**src/rtl/bram32_arb_pkg.sv**
```systemverilog
// bram32_arb_pkg: shared types, sub-address codes and access-decode helpers
// for the bram32 two-port arbiter.
package bram32_arb_pkg;

    typedef enum logic [1:0] {
        SIZE_BYTE = 2'd0,
        SIZE_HALF = 2'd1,
        SIZE_WORD = 2'd2
    } size_e;

    typedef enum logic {
        ST_CLEAR = 1'b0,
        ST_RUN   = 1'b1
    } state_e;

    localparam logic [2:0] SUB_WORD  = 3'd1;
    localparam logic [2:0] SUB_HALF0 = 3'd2;
    localparam logic [2:0] SUB_BYTE0 = 3'd4;

    function automatic logic access_bad(input logic [1:0] size, input logic [1:0] lsb);
        return (size == 2'd3) || (size == SIZE_HALF && lsb[0]) || (size == SIZE_WORD && lsb != 2'b00);
    endfunction

    // Size 3 falls through to the byte encoding; the write is suppressed anyway.
    function automatic logic [2:0] sub_addr(input logic [1:0] size, input logic [1:0] lsb);
        return size == SIZE_WORD ? SUB_WORD :
               size == SIZE_HALF ? SUB_HALF0 + {2'b00, lsb[1]} :
                                   SUB_BYTE0 + {1'b0, lsb};
    endfunction

endpackage

```
**src/rtl/rr_arb2.sv**
```systemverilog
// rr_arb2: two-request round-robin arbiter; on a tie the port that did not
// win last time is granted.
module rr_arb2 (
    input  logic i_clk,
    input  logic i_rst_n,
    input  logic i_en,
    input  logic i_req0,
    input  logic i_req1,
    output logic o_gnt0,
    output logic o_gnt1
);

    logic r_last;

    always_comb begin
        o_gnt0 = i_en && i_req0 && (!i_req1 || r_last);
        o_gnt1 = i_en && i_req1 && (!i_req0 || !r_last);
    end

    always_ff @(posedge i_clk or negedge i_rst_n) begin
        if (!i_rst_n)
            r_last <= 1'b1;
        else if (o_gnt0 || o_gnt1)
            r_last <= o_gnt1;
    end

endmodule

```
**src/rtl/bram32_arbiter.sv**
```systemverilog
// bram32_arbiter: shares one bram32 between an instruction-fetch port and a
// load/store port, with optional zero-fill of the memory after reset.
module bram32_arbiter
    import bram32_arb_pkg::*;
#(
    parameter int DEPTH = 512,
    parameter bit CLEAR_ON_RESET = 1'b0,
    localparam int ADDR_WIDTH = $clog2(DEPTH)
) (
    input  logic                  i_clk,
    input  logic                  i_rst_n,
    input  logic                  i_p0_req,
    input  logic [ADDR_WIDTH+1:0] i_p0_addr,
    input  logic                  i_p0_we,
    input  logic [1:0]            i_p0_size,
    input  logic [31:0]           i_p0_wdata,
    output logic                  o_p0_gnt,
    output logic                  o_p0_rvalid,
    output logic [31:0]           o_p0_rdata,
    output logic                  o_p0_err,
    input  logic                  i_p1_req,
    input  logic [ADDR_WIDTH+1:0] i_p1_addr,
    input  logic                  i_p1_we,
    input  logic [1:0]            i_p1_size,
    input  logic [31:0]           i_p1_wdata,
    output logic                  o_p1_gnt,
    output logic                  o_p1_rvalid,
    output logic [31:0]           o_p1_rdata,
    output logic                  o_p1_err,
    output logic [ADDR_WIDTH-1:0] o_mem_addr,
    output logic [31:0]           o_mem_data,
    output logic                  o_mem_we,
    output logic [2:0]            o_mem_wr_subaddr,
    input  logic [31:0]           i_mem_data,
    output logic                  o_busy
);

    state_e                state_q, state_d;
    logic [ADDR_WIDTH:0]   r_clr_addr;
    logic                  r_rsp_valid, r_rsp_port, r_rsp_err;
    logic                  busy, gnt0, gnt1, accept, sel, bad, we, clr_done;
    logic [ADDR_WIDTH+1:0] addr;
    logic [1:0]            size;
    logic [31:0]           wdata;

    rr_arb2 u_arb (
        .i_clk  (i_clk),
        .i_rst_n(i_rst_n),
        .i_en   (!busy),
        .i_req0 (i_p0_req),
        .i_req1 (i_p1_req),
        .o_gnt0 (gnt0),
        .o_gnt1 (gnt1)
    );

    always_comb begin
        busy     = state_q == ST_CLEAR;
        accept   = gnt0 || gnt1;
        sel      = gnt1;
        addr     = sel ? i_p1_addr : i_p0_addr;
        size     = sel ? i_p1_size : i_p0_size;
        we       = sel ? i_p1_we : i_p0_we;
        wdata    = sel ? i_p1_wdata : i_p0_wdata;
        bad      = access_bad(size, addr[1:0]);
        clr_done = r_clr_addr == (ADDR_WIDTH+1)'(DEPTH - 1);
        state_d  = busy && clr_done ? ST_RUN : state_q;
        // Clear owns the memory port outright; otherwise the winner drives it.
        o_mem_addr       = busy ? r_clr_addr[ADDR_WIDTH-1:0] : accept ? addr[ADDR_WIDTH+1:2] : '0;
        o_mem_data       = accept ? wdata : '0;
        o_mem_we         = busy || (accept && we && !bad);
        o_mem_wr_subaddr = accept ? sub_addr(size, addr[1:0]) : SUB_WORD;
        o_busy           = busy;
        o_p0_gnt         = gnt0;
        o_p1_gnt         = gnt1;
        o_p0_rvalid      = r_rsp_valid && !r_rsp_port;
        o_p1_rvalid      = r_rsp_valid && r_rsp_port;
        o_p0_err         = o_p0_rvalid && r_rsp_err;
        o_p1_err         = o_p1_rvalid && r_rsp_err;
        o_p0_rdata       = i_mem_data;
        o_p1_rdata       = i_mem_data;
    end

    always_ff @(posedge i_clk or negedge i_rst_n) begin
        if (!i_rst_n) begin
            state_q     <= CLEAR_ON_RESET ? ST_CLEAR : ST_RUN;
            r_clr_addr  <= '0;
            r_rsp_valid <= 1'b0;
            r_rsp_port  <= 1'b0;
            r_rsp_err   <= 1'b0;
        end else begin
            state_q     <= state_d;
            r_rsp_valid <= accept;
            if (busy)
                r_clr_addr <= r_clr_addr + (ADDR_WIDTH+1)'(1);
            if (accept) begin
                r_rsp_port <= sel;
                r_rsp_err  <= bad;
            end
        end
    end

endmodule

```
**config.mk**
```make
export PLATFORM = sky130hd
export DESIGN_NAME = bram32_arbiter
export DESIGN_NICKNAME = d
export VERILOG_FILES = /design/src/rtl/bram32_arb_pkg.sv /design/src/rtl/rr_arb2.sv /design/src/rtl/bram32_arbiter.sv
export SDC_FILE = /design/constraint.sdc
export NUM_CORES = 1
export LEC_CHECK = 0
export CORE_AREA = 2 2 93 95
export CTS_CLUSTER_DIAMETER = 100
export DETAILED_ROUTE_END_ITERATION = 10
export DIE_AREA = 0 0 95 97
export PLACE_DENSITY = 0.74
export SYNTH_ARGS = -nofsm -noshare
export SYNTH_HDL_FRONTEND = slang
export SYNTH_SLANG_ARGS = --single-unit
```
**constraint.sdc**
```tcl
create_clock -name i_clk -period 3.56 [get_ports i_clk]
set_input_delay 0.89 -clock i_clk [delete_from_list [all_inputs] [get_ports i_clk]]
set_output_delay 0.89 -clock i_clk [all_outputs]
set_load 0.005 [all_outputs]
```
== Word level (Yosys, flattened, before mapping) ==
Index checks and enable logic that the tools add are counted.
W data, S select, Z words.

* Bits in registers: 4
* Bits of input ports: 128
* Output and inout bits: 116
* Logic and storage cells: 39

* Add/subtract/negate cells: 2
* Equal/unequal tests: 3
* Muxes and demuxes: 9
* Reductions and logical operators: 21

{| class="wikitable"
|+ Operators with widths
! cell !! count
|-
| $mux W32 || 2
|-
| $mux W11 || 1
|-
| $logic_and A1 B1 Y1 || 10
|-
| $mux W3 || 3
|-
| $mux W9 || 1
|-
| $logic_not A1 Y1 || 5
|-
| $logic_or A1 B1 Y1 || 5
|-
| $eq A2 B2 Y1 const B || 2
|-
| $add A2 B1 Y3 const A || 1
|-
| $add A3 B2 Y3 const A || 1
|-
| $eq A2 B1 Y1 const B || 1
|-
| $mux W2 || 1
|-
| $reduce_bool A2 Y1 || 1
|-
| $mux W1 || 1
|}

== Longest topological paths before layout ==
* Word-level depth: 10
* Mapped depth: 11
* Mapped depth without buffers: 8

== Cells and area by module ==
A second synthesis with hierarchy kept.

* Cell total of the unflattened synthesis: 163
* Area total of the unflattened synthesis: 1286.2 um^2

{| class="wikitable"
|+ By module, submodules not included
! module !! instances !! cells an instance !! area an instance (um^2) !! sequential area each (um^2)
|-
| bram32_arbiter || 1 || 155 || 1223.7 || 75.1
|-
| rr_arb2 || 1 || 8 || 62.6 || 26.3
|}

== Worst setup path after synthesis ==
No wires, ideal clock.

* Kind: input-to-output
* Start point: input port i_p0_req
* End point: output port o_mem_we
* Arrival: 2.753 ns
* Required time: 2.670 ns
* Setup slack: -0.083 ns
* Stages on the path: 9
* Buffers on the path: 3
* Path through: buf_4 a21boi_2 buf_6 buf_2 mux2_2 ha_1 and3_1 o311ai_0 and3_1

* Word-level cells in the longest chain between the ends: 10
* Elaborated cells on any way between the ends: 19
* Those cells by class: eq/ne (3); mux (3); reduce/logical (13)

{| class="wikitable"
|+ Ends and longest elaborated chain
! what !! line !! RTL
|-
| from (decl) || bram32_arbiter.sv:12 || <nowiki>input logic i_p0_req,</nowiki>
|-
| $logic_not A1 Y1 || rr_arb2.sv:17 || <nowiki>o_gnt1 = i_en && i_req1 && (!i_req0 || !r_last);</nowiki>
|-
| $logic_or A1 B1 Y1 || rr_arb2.sv:17 ||
|-
| $logic_and A1 B1 Y1 || rr_arb2.sv:17 ||
|-
| $mux W2 || bram32_arbiter.sv:61 || <nowiki>size = sel ? i_p1_size : i_p0_size;</nowiki>
|-
| $eq A2 B1 Y1 || bram32_arb_pkg.sv:21 || <nowiki>return (size == 2'd3) || (size == SIZE_HALF && lsb[0]) || (size == SIZE_WORD && lsb != 2'b00);</nowiki>
|-
| $logic_and A1 B1 Y1 || bram32_arb_pkg.sv:21 ||
|-
| $logic_or A1 B1 Y1 (2 in a row) || bram32_arb_pkg.sv:21 ||
|-
| $logic_not A1 Y1 || bram32_arbiter.sv:70 || <nowiki>o_mem_we = busy || (accept && we && !bad);</nowiki>
|-
| $logic_and A1 B1 Y1 * || bram32_arbiter.sv:70 ||
|-
| to (decl) || bram32_arbiter.sv:32 || <nowiki>output logic o_mem_we,</nowiki>
|}

Mark *: on every way between the ends. The rest lies on a longest branch, timed or not.

== Worst setup path in the final report ==
* Start point: input port i_p1_size[1]
* End point: output port o_mem_wr_subaddr[0]

* Word-level cells in the longest chain between the ends: 5
* Elaborated cells on any way between the ends: 6
* Those cells by class: eq/ne (2); mux (4)

{| class="wikitable"
|+ Ends and longest elaborated chain
! what !! line !! RTL
|-
| from (decl) || bram32_arbiter.sv:24 || <nowiki>input logic [1:0] i_p1_size,</nowiki>
|-
| $mux W2 * || bram32_arbiter.sv:61 ||
|-
| $eq A2 B1 Y1 || bram32_arb_pkg.sv:27 || <nowiki>size == SIZE_HALF ? SUB_HALF0 + {2'b00, lsb[1]} :</nowiki>
|-
| $mux W3 || bram32_arb_pkg.sv:27 ||
|-
| $mux W3 * || bram32_arb_pkg.sv:26 || <nowiki>return size == SIZE_WORD ? SUB_WORD :</nowiki>
|-
| $mux W3 * || bram32_arbiter.sv:71 || <nowiki>o_mem_wr_subaddr = accept ? sub_addr(size, addr[1:0]) : SUB_WORD;</nowiki>
|-
| to (decl) || bram32_arbiter.sv:33 || <nowiki>output logic [2:0] o_mem_wr_subaddr,</nowiki>
|}

Marked as above.

==> flow_summary.yaml <==
global_routing:
  grt_pass1_vias: 1793
  grt_max_degree: 48
  grt_pass1_wl_um: 7970
  grt.total_usage_pct: 10.7
  antenna_found_initial: 0
  overflow: 0
min_path:
  hold_class: "flip-flop to flip-flop"
routing:
  drt_wl_total_um: 5480
  drc: 0
  drtAntennaViolNets: 0
  via_per_inst: 4.16
  drtIter0Drc: 17
  dr_total_vias: 1791
  firstDrtPassIters: 4
  wl_per_cell_um: 12.7
logic_synthesis:
  yosys_warnings: 0
  ys_ff_latch: 4
  synth_area_sq_um: 1440
  syn_inst: 246
  syn-num-nets: 377
  avgSynthCellArea_sq_um: 5.84
  ys_seq_area_share_pct: 7.06
  ys_types: 23
cells_and_area:
  drive_gt1_share_pct: 8.28
  syn_to_final_growth_pct: 84.7
  num-nets-final: 458
  diodes: 0
  stdcell_count: 431
  nFillCells: 877
  final_common_cell: "clkdlybuf4s50_1"
  layout_common_cells: "clkdlybuf4s50_1, nand2_1, o21ai_0, nor2_1, buf_4"
power_and_ir_drop:
  p_leak_nw: 1.06
  p_per_area_nw_per_um2: 198
  peakVddDrop_mv: 0.0906
  power.switching_uw: 152
  internal_power_uw: 373
  power_frac_comb_pct: 69.9
  switching_share_pct: 29.0
  seqPwrFrac_pct: 11.1
  clkPwrFrac_pct: 19.1
setup_path:
  cp_data_required_time_ns: 2.67
  endpoint_kind: "output port"
  crit_slowest_cell: "clkdlybuf4s50_1"
  cp_max_fo: 4
  cp_cell_sequence: "clkdlybuf4s50_1 -> mux2_4 -> inv_4 -> ha_4 -> mux4_2 -> or3_1 -> buf_2"
  worst_path_largest_cell_delay_ns: 0.42
  critPathKind: "primary input to output port"
  crit_arrival_ns: 2.61
  start_kind: "primary input"
floorplan:
  die_y_um: 97
  die-area_sq_um: 9220
  io_pins: 244
  die_w_um: 95
  start_util_pct: 17.7
  rows: 33
  core_sq_um: 8130
sta:
  period_needed_ns: 3.50
  hold_slack_ns: 0.514
  maxSlewViolCount: 0
  setup_violations: 0
  hold_violations: 0
  final.setup_skew_ns: 0.00354
  rsz0062_at_grt: "false"
  fin_crit_sh_pct: 98.2
  max_freq_mhz: 286
run_status:
  status: "completed"
clocking:
  clk_pin_slew_ns: 0.03
  clockBufferDepth: 2
  cts_sinks: 4
  cts_root_buf: "clkbuf_8"
  cts_max_level: 1
  insertion_delay_ns: 0.22
  cts_tree: "done"
  cts_buffers: 3
  cts_hold_buf: 0
place:
  dpl.hpwl_um: 4290
  portBuffers: 146
  place_inst: 425
  gp_congestion: 0.747
run:
  maxCapViolations: 0
worst max-delay path: cells and delay by family:
kind / cells / cell delay (ns)
adders and majority gates: 1 / 0.15
buffers and inverters: 3 / 0.62
muxes: 2 / 0.58
and+or+nand+nor: 1 / 0.37
synthesized netlist by cell type:
master,count,share of area (%)
clkbuf_1,8,2.1
a211oi_1,1,0.52
buf_4,66,34
and3_1,3,1.3
a21boi_2,1,0.78
nor2b_1,2,0.87
mux2_2,3,2.4
ha_1,3,2.6
and2_1,2,0.87
dfstp_2,1,1.8
buf_2,5,1.7
dfrtp_1,3,5.2
or3_1,2,0.87
conb_1,1,0.26
o311ai_0,1,0.61
buf_6,1,0.78
mux4_2,1,1.6
nor2_1,8,2.1
inv_1,4,1.0
a2bb2oi_1,1,0.61
o21ai_0,42,15
nand2_1,86,22
nor3_1,1,0.35
what timing repair did:
| item | CTS | global route |
|---|---|---|
| buffers inserted | 1 | 0 |
| cloned | 1 | 0 |
| endpoints found under the setup margin | 45 | 6 |
| resized for setup | 21 | 5 |
| pin swaps | 3 | 5 |
cells by family (layout without fill, tap and decap cells):
group / Yosys count / in the layout / synth area share (%)
muxes: 4 / 4 / 3.92
DFF: 4 / 4 / 7.06
AOI/OAI and AO/OA: 46 / 46 / 17.2
other: 1 / 1 / 0.261
and+or+nand+nor: 104 / 104 / 28.8
buffers and inverters: 84 / 164 / 40.2
adders and majority gates: 3 / 3 / 2.61
power groups by stage:
stage	sequential (mW)	clock [mW]	combinational, mW
after floorplan	0.0565	0	0.171
after global placement	0.0580	0	0.344
after detailed placement	0.0585	0	0.349
after CTS	0.0581	0.102	0.369
after global routing	0.0588	0.107	0.399
final	0.0580	0.100	0.367
routing by layer:
layer,vias up,part of all wire (%),wire (um),global-route usage (%)
li1,876,-,-,-
met1,748,34,1860,9.47
met2,156,51,2790,21.7
met3,11,13,717,3.35
met4,0,2.1,114,3.46
met5,-,0,0,0
state kept, by name, indices dropped and copies added, names as in the netlist:
name / count
r_rsp_err: 1
r_rsp_port: 1
r_rsp_valid: 1
u_arb.r_last: 1
final timing paths:
kind | startpoint | to | slack [ns] | cells past startpoint
worst max-delay path | i_p1_size[1] | o_mem_wr_subaddr[0] | 0.06 | 7
worst min-delay path | u_arb.r_last$_DFFE_PN1P_ | u_arb.r_last$_DFFE_PN1P_ | 0.51 | 2
worst max register to register | u_arb.r_last$_DFFE_PN1P_ | r_rsp_err$_DFFE_PN0P_ | 1.74 | 7
worst min register to register | u_arb.r_last$_DFFE_PN1P_ | u_arb.r_last$_DFFE_PN1P_ | 0.51 | 2
max in group asynchronous | i_rst_n | u_arb.r_last$_DFFE_PN1P_ | 2.45 | 1
min in group asynchronous | i_rst_n | r_rsp_err$_DFFE_PN0P_ | 0.87 | 1
cell type report:
type | instances | area, sq um | area share (%)
repair buffers | 156 | 1560 | 58.8
inverters | 4 | 17.5 | 0.660
multi-input cells | 158 | 798 | 30.1
flip-flops and latches | 4 | 101 | 3.82
well taps | 105 | 131 | 4.95
clock buffers | 4 | 45.0 | 1.70
metrics by stage:
step           power (mW)  TNS (ns)  setup slack [ns]  util [%]  cell area (sq um)
6_report            0.525         0            0.0649      32.6               2650
3_3_place_gp        0.402     -2.46            -0.621      31.1               2530
3_5_place_dp        0.408     -3.84            -0.677      31.1               2530
5_1_grt             0.564         0           0.00644      32.6               2650
2_1_floorplan       0.228         0            0.0153         -               1450
4_1_cts             0.529         0            0.0130      32.6               2650
No activity file was read; power rests on OpenSTA's default activity.
==> variant 1: new RTL, same flow settings <==
`DEPTH`: 512 -> 1024.
--- a/src/rtl/bram32_arbiter.sv
+++ b/src/rtl/bram32_arbiter.sv
@@ -3,7 +3,7 @@
 module bram32_arbiter
     import bram32_arb_pkg::*;
 #(
-    parameter int DEPTH = 512,
+    parameter int DEPTH = 1024,
     parameter bit CLEAR_ON_RESET = 1'b0,
     localparam int ADDR_WIDTH = $clog2(DEPTH)
 ) (
Ports: changed (resized i_p0_addr, i_p1_addr and o_mem_addr); port bits go from 244 to 247. No check against the original RTL was run, so the function may have changed too.
==> variant 1 against the unedited design <==
Register-to-register slack got worse by 0.19 ns. Sequential cell count did not move. Worst setup slack gained 0.0055 ns. Clock skew fell by 0.0023 ns. Routed wire length is 1.5% lower. Largest cell class unchanged. Die area unchanged. Sequential share of layout area is 0.066 points lower. Critical path type unchanged. Cell area rose by 1.7%. Total power up 2.8%. Synthesized area up 2.4%.
==> variant 1: results (changes against the unedited design) <==
Timing
  – Worst hold slack: 0.503 ns (-0.0116 ns)
  – Layout Skew: 0.00123 ns (-0.00231 ns)
  – Fmax: 287 MHz (+0.16%)

Global routing
  – Grt met2 use: 0.209 (-0.00818)
  – Global-route wire length before repair: 7.63 mm (-4.2%)
  – Met1 Use GR: 0.0890 (-0.00564)
  – Initial antenna violation count: 0 (unchanged)
  – Aggregate global-route resource usage: 0.103 (-0.00396)
  – Largest net degree at the start of global routing: 50 (+4.2%)
  – Vias in the first global route: 1710 (-4.6%)
  – Met3 usage: 0.0374 (+0.00389)

Yosys
  – Sequential area share after synthesis: 0.0689 (-0.00168)
  – Ys async rst share: 1.00 (unchanged)
  – Synth top cells by count: nand2_1, buf_4, o21ai_1, nor2_1, clkbuf_1
  – Number of distinct library cells after synthesis: 24 (+4.3%)
  – Ys Warns: 0 (unchanged)
  – Mapped Nets: 382 (+1.3%)
  – Synth top area cells: buf_4, nand2_1, o21ai_1, dfrtp_1, ha_1
  – Number of cells produced by synthesis: 249 (+1.2%)
  – Top FF cell, synth: dfrtp_1

Placed design
  – Placed cell area: 2590 µm² (+2.5%)
  – Dpl cells: 433 (+1.9%)
  – Post-Place Worst Slack: -0.708 ns (-0.0315 ns)
  – Routability cong.: 0.783 (+4.8%)
  – IO Port Bufs: 149 (+2.1%)
  – Hpwl dp: 4.56 mm (+6.2%)

Critical path
  – Reg2Reg Setup Slack: 1.55 ns (-0.19 ns)
  – CP arrival: 2.60 ns (about the same)
  – R2r startpoint: u_arb.r_last$_DFFE_PN1P_
  – Crit path from: i_p1_size[0]
  – CP max FO: 2 (-2)

Hold path
  – Hold Crit Class: reg -> reg
  – Hold path start: u_arb.r_last$_DFFE_PN1P_

Run status
  – Status: finished, final reports clean

Power
  – Maximum VDD drop: 0.0000910 V (+0.40%)
  – Pleak: 1.08 nW (+1.8%)

Clock network
  – Later-pin clock latency in the skew report: 0.22 ns (about the same)
  – Max Buffers Root-to-Sink: 2 (unchanged)
  – Cts bufs inserted: 3 (unchanged)
  – Clock-pin slew on the worst setup and hold paths: 0.03 ns (about the same)
  – H-tree Lvls: 1 (unchanged)
  – CTS Root Cell: clkbuf_8

Finish
  – Share of layout cells above drive strength 1: 0.0896 (+0.00673)
  – Fin nets: 469 (+2.4%)
  – # diodes: 0 (unchanged)

Route
  – DRT iter0 DRCs: 43 (+26)
  – DRT Pass-1 Iters: 4 (unchanged)
  – Via count: 1816 (+1.4%)
  – Drt wl/cell: 12.3 µm (-3.5%)
  – Routed WL: 5.40 mm (-1.5%)
variant 1: layout make-up:
class	instances	area, µm²
Fill cell	870	5440
Timing Repair Buffer	162	1590
Multi-Input combinational cell	161	821
Tap cell	105	131
Sequential cell	4	101
Clock buffer	4	45.0
Inverter	4	15.0
variant 1: repair_timing:
item,in CTS,in global routing
setup buffers,3,0
resized for setup,21,2
pin swaps,3,2
gates cloned,0,0
setup endpoints to repair,46,5
variant 1: path summary, 6_finish.rpt:
path,to,depth (start not counted)
min in group asynchronous,r_rsp_err$_DFFE_PN0P_,1
setup / recovery,o_mem_we,8
max in group asynchronous,u_arb.r_last$_DFFE_PN1P_,1
setup reg to reg,r_rsp_err$_DFFE_PN0P_,10
hold reg to reg,u_arb.r_last$_DFFE_PN1P_,2
hold / removal,u_arb.r_last$_DFFE_PN1P_,2
variant 1: where the power goes:
part           total, mW  switching [mW]  internal (mW)
clock network      0.101          0.0248         0.0766
logic              0.379           0.129          0.250
registers         0.0585         0.00579         0.0527
variant 1: kinds of logic (layout without fill, tap and decap cells):
logic type / Yosys count / in the layout / synth area share
adders and majority gates: 3 / 3 / 0.0255
buffers and inverters: 84 / 170 / 0.397
other: 1 / 1 / 0.00255
muxes: 4 / 4 / 0.0383
DFF: 4 / 4 / 0.0689
and+or+nand+nor: 106 / 106 / 0.287
AOI/OAI and AO/OA: 47 / 47 / 0.181
variant 1: critical path: stages:
cell and delay [ns]:
clkdlybuf4s50_1 0.48, mux2_4 0.18, buf_4 0.11, inv_1 0.04, ha_1 0.21, o311ai_4 0.30, and3_1 0.19, clkdlybuf4s15_2 0.20
variant 1: routing by layer:
layer	share of wire	wire, µm	up-vias
met2	0.54	2900	141
met4	0.017	91	0
li1	-	-	900
met3	0.13	714	13
met1	0.31	1690	762
met5	0	0	-
==> variant 2: new RTL, same flow settings <==
Without the edit above. Put a register stage on the output `o_p1_err`, cleared by the reset. The value now appears one clock later. The other outputs are not delayed to match.
--- a/src/rtl/bram32_arbiter.sv
+++ b/src/rtl/bram32_arbiter.sv
@@ -34,6 +34,8 @@
     input  logic [31:0]           i_mem_data,
     output logic                  o_busy
 );
+
+    logic o_p1_err_d;
 
     state_e                state_q, state_d;
     logic [ADDR_WIDTH:0]   r_clr_addr;
@@ -75,7 +77,7 @@
         o_p0_rvalid      = r_rsp_valid && !r_rsp_port;
         o_p1_rvalid      = r_rsp_valid && r_rsp_port;
         o_p0_err         = o_p0_rvalid && r_rsp_err;
-        o_p1_err         = o_p1_rvalid && r_rsp_err;
+        o_p1_err_d       = o_p1_rvalid && r_rsp_err;
         o_p0_rdata       = i_mem_data;
         o_p1_rdata       = i_mem_data;
     end
@@ -99,5 +101,13 @@
         end
     end
 
+    always_ff @(posedge i_clk or negedge i_rst_n) begin
+        if (!i_rst_n) begin
+            o_p1_err <= '0;
+        end else begin
+            o_p1_err <= o_p1_err_d;
+        end
+    end
+
 endmodule
 
Behaviour: not the same (Yosys sat finds a counterexample within 4 cycles, from zero or initial values and one cycle with i_rst_n low).
==> variant 2 against the unedited design <==
Total power grew 7.2%. Worst setup slack lost 0.039 ns. Routed wire length shrank 7.7%. Non-clock buffer count grew 6. Sequential power grew 24%. Via count shrank 16%. Sequential cell count grew 1. Synthesized area shrank 10%. Utilization shrank 1.2 points. Count of clock-buffer cells in the layout is the same. Cell area shrank 3.8%.
==> variant 2: results (changes against the unedited design) <==
Run status
  – Status: finished, final reports clean

Clock network
  – CTS Root Cell: clkbuf_8
  – H-tree Lvls: 1 (unchanged)

Timing
  – Layout Skew: 0.000430 ns (-0.00311 ns)

Yosys
  – Synth top area cells: buf_4, a22o_1, dfrtp_1, ha_1, mux2_2
  – Ys async rst share: 1.00 (unchanged)
  – Ys Warns: 0 (unchanged)
  – Post-synthesis adder-cell area fraction: 0.0291 (+0.00299)
  – Xor and xnor area share after synthesis: 0 (unchanged)
  – Mapped Nets: 290 (-23%)
  – Mux contribution to synthesized area: 0.0437 (+0.00449)
  – Synth top cells by count: buf_4, a22o_1, buf_2, nor2_1, inv_1
  – Compound-Gate Fraction of Synth Area: 0.329 (+0.158)
  – Number of distinct library cells after synthesis: 25 (+8.7%)
  – Number of cells produced by synthesis: 159 (-35%)
  – Sequential area share after synthesis: 0.0981 (+0.0275)

Power
  – Pleak: 1.04 nW (-1.8%)
  – Maximum VDD drop: 0.0000744 V (-18%)

Route
  – Met3 WL: 605 µm (-16%)
  – DR WL met2: 2.82 mm (+1.3%)
  – Routed WL: 5.06 mm (-7.7%)
  – DRT Pass-1 Iters: 4 (unchanged)
  – Top routing layer in use: met4
  – Metal1 wirelength: 1.45 mm (-22%)
  – Via count: 1503 (-16%)
  – DRT iter0 DRCs: 23 (+6)
  – Drt wl/cell: 14.2 µm (+12%)

Finish
  – Fin nets: 383 (-16%)
  – Share of layout cells above drive strength 1: 0.131 (+0.0487)
  – Commonest non-fill, non-tap cell in the layout: clkdlybuf4s50_1

Placed design
  – Hpwl dp: 4.15 mm (-3.4%)
  – Routability cong.: 0.700 (-6.3%)
  – Dpl cells: 345 (-19%)
  – IO Port Bufs: 146 (unchanged)
  – Placed cell area: 2440 µm² (-3.7%)

Global routing
  – Vias in the first global route: 1567 (-13%)
  – Initial antenna violation count: 0 (unchanged)
  – Aggregate global-route resource usage: 0.0993 (-0.00743)
  – Largest net degree at the start of global routing: 34 (-29%)
  – Global-route wire length before repair: 7.29 mm (-8.6%)

Critical path
  – R2r startpoint: u_arb.r_last$_DFFE_PN1P_
  – Cell family with most CP delay: buffers and inverters
  – Biggest cell delay along the critical path: 0.44 ns (+0.02 ns)
  – Crit path from: i_p1_size[1]
  – CP arrival: 2.64 ns (+0.03 ns)
  – Slowest cell on crit path: clkdlybuf4s50_1

Hold path
  – Hold path start: r_rsp_valid$_DFF_PN0_
  – Hold Crit Class: reg -> reg
==> variant 2: changes by cell type after synthesis, sizes merged, moves of 2 or more <==
cell	before	now
clkbuf	8	3
nand2	86	4
nor2	8	6
o21ai	42	1
a22o	0	41
==> variant 2: power by group <==
part / internal [mW] / total, mW / switching [mW]
clock network: 0.0767 / 0.103 / 0.0262
registers: 0.0656 / 0.0719 / 0.00631
logic: 0.268 / 0.388 / 0.120
total: 0.410 / 0.563 / 0.153
==> variant 2: area by class of cell <==
class | count | area [µm²]
Multi-Input combinational cell | 75 | 649
Timing Repair Buffer | 162 | 1580
Tap cell | 105 | 131
Clock buffer | 4 | 45.0
Sequential cell | 5 | 126
Fill cell | 867 | 5580
Inverter | 5 | 21.3
==> variant 2: worst reg2reg max path, cell delays in order, from the launching register on <==
cell       delay, ns
dfstp_2         0.56
a21boi_4        0.09
mux2_4          0.34
inv_4           0.07
ha_4            0.15
nand2_1         0.05
nor2_1          0.11
o311ai_2        0.12
buf_4           0.15
buf_4           0.12
buf_4           0.12
buf_4           0.12
buf_4           0.12
a2bb2oi_1       0.11
==> variant 2: what timing repair did <==
action,CTS,global route
endpoints found under the setup margin,26,2
buffers inserted,5,2
pin swaps,4,4
gates resized for setup,20,5
endpoints found under the hold margin,0,0
==> variant 2: worst paths after layout <==
kind                       cells past startpoint                        to  slack [ns]
min                                            1        o_p1_err$_DFF_PN0_        0.55
min reg2reg                                    1        o_p1_err$_DFF_PN0_        0.55
max reg2reg                                   13     r_rsp_err$_DFFE_PN0P_        1.26
max                                            7       o_mem_wr_subaddr[0]        0.03
max in group asynchronous                      1  u_arb.r_last$_DFFE_PN1P_        2.42
min in group asynchronous                      1        o_p1_err$_DFF_PN0_        0.89
==> variant 2: cell families (layout without fill, tap and decap cells) <==
group                      count (synthesis)  in the layout
AOI/OAI and AO/OA                         48             48
adders and majority gates                  3              3
buffers and inverters                     79            171
DFF                                        5              5
muxes                                      4              4
other                                      1              1
and+or+nand+nor                           19             19
==> variant 2: per-stage QoR <==
step	hold slack, ns	setup slack, ns
3_3_place_gp	0.530	-0.632
4_1_cts	0.552	0.0247
3_5_place_dp	0.541	-0.707
6_report	0.549	0.0261
2_1_floorplan	0.504	0.129
5_1_grt	0.558	-0.00106
==> variant 2: layer usage <==
metal | up-vias | global-route usage
met1 | 669 | 0.0772
li1 | 686 | -
met3 | 30 | 0.0234
met4 | 0 | 0.0546
met5 | - | 0
met2 | 118 | 0.209
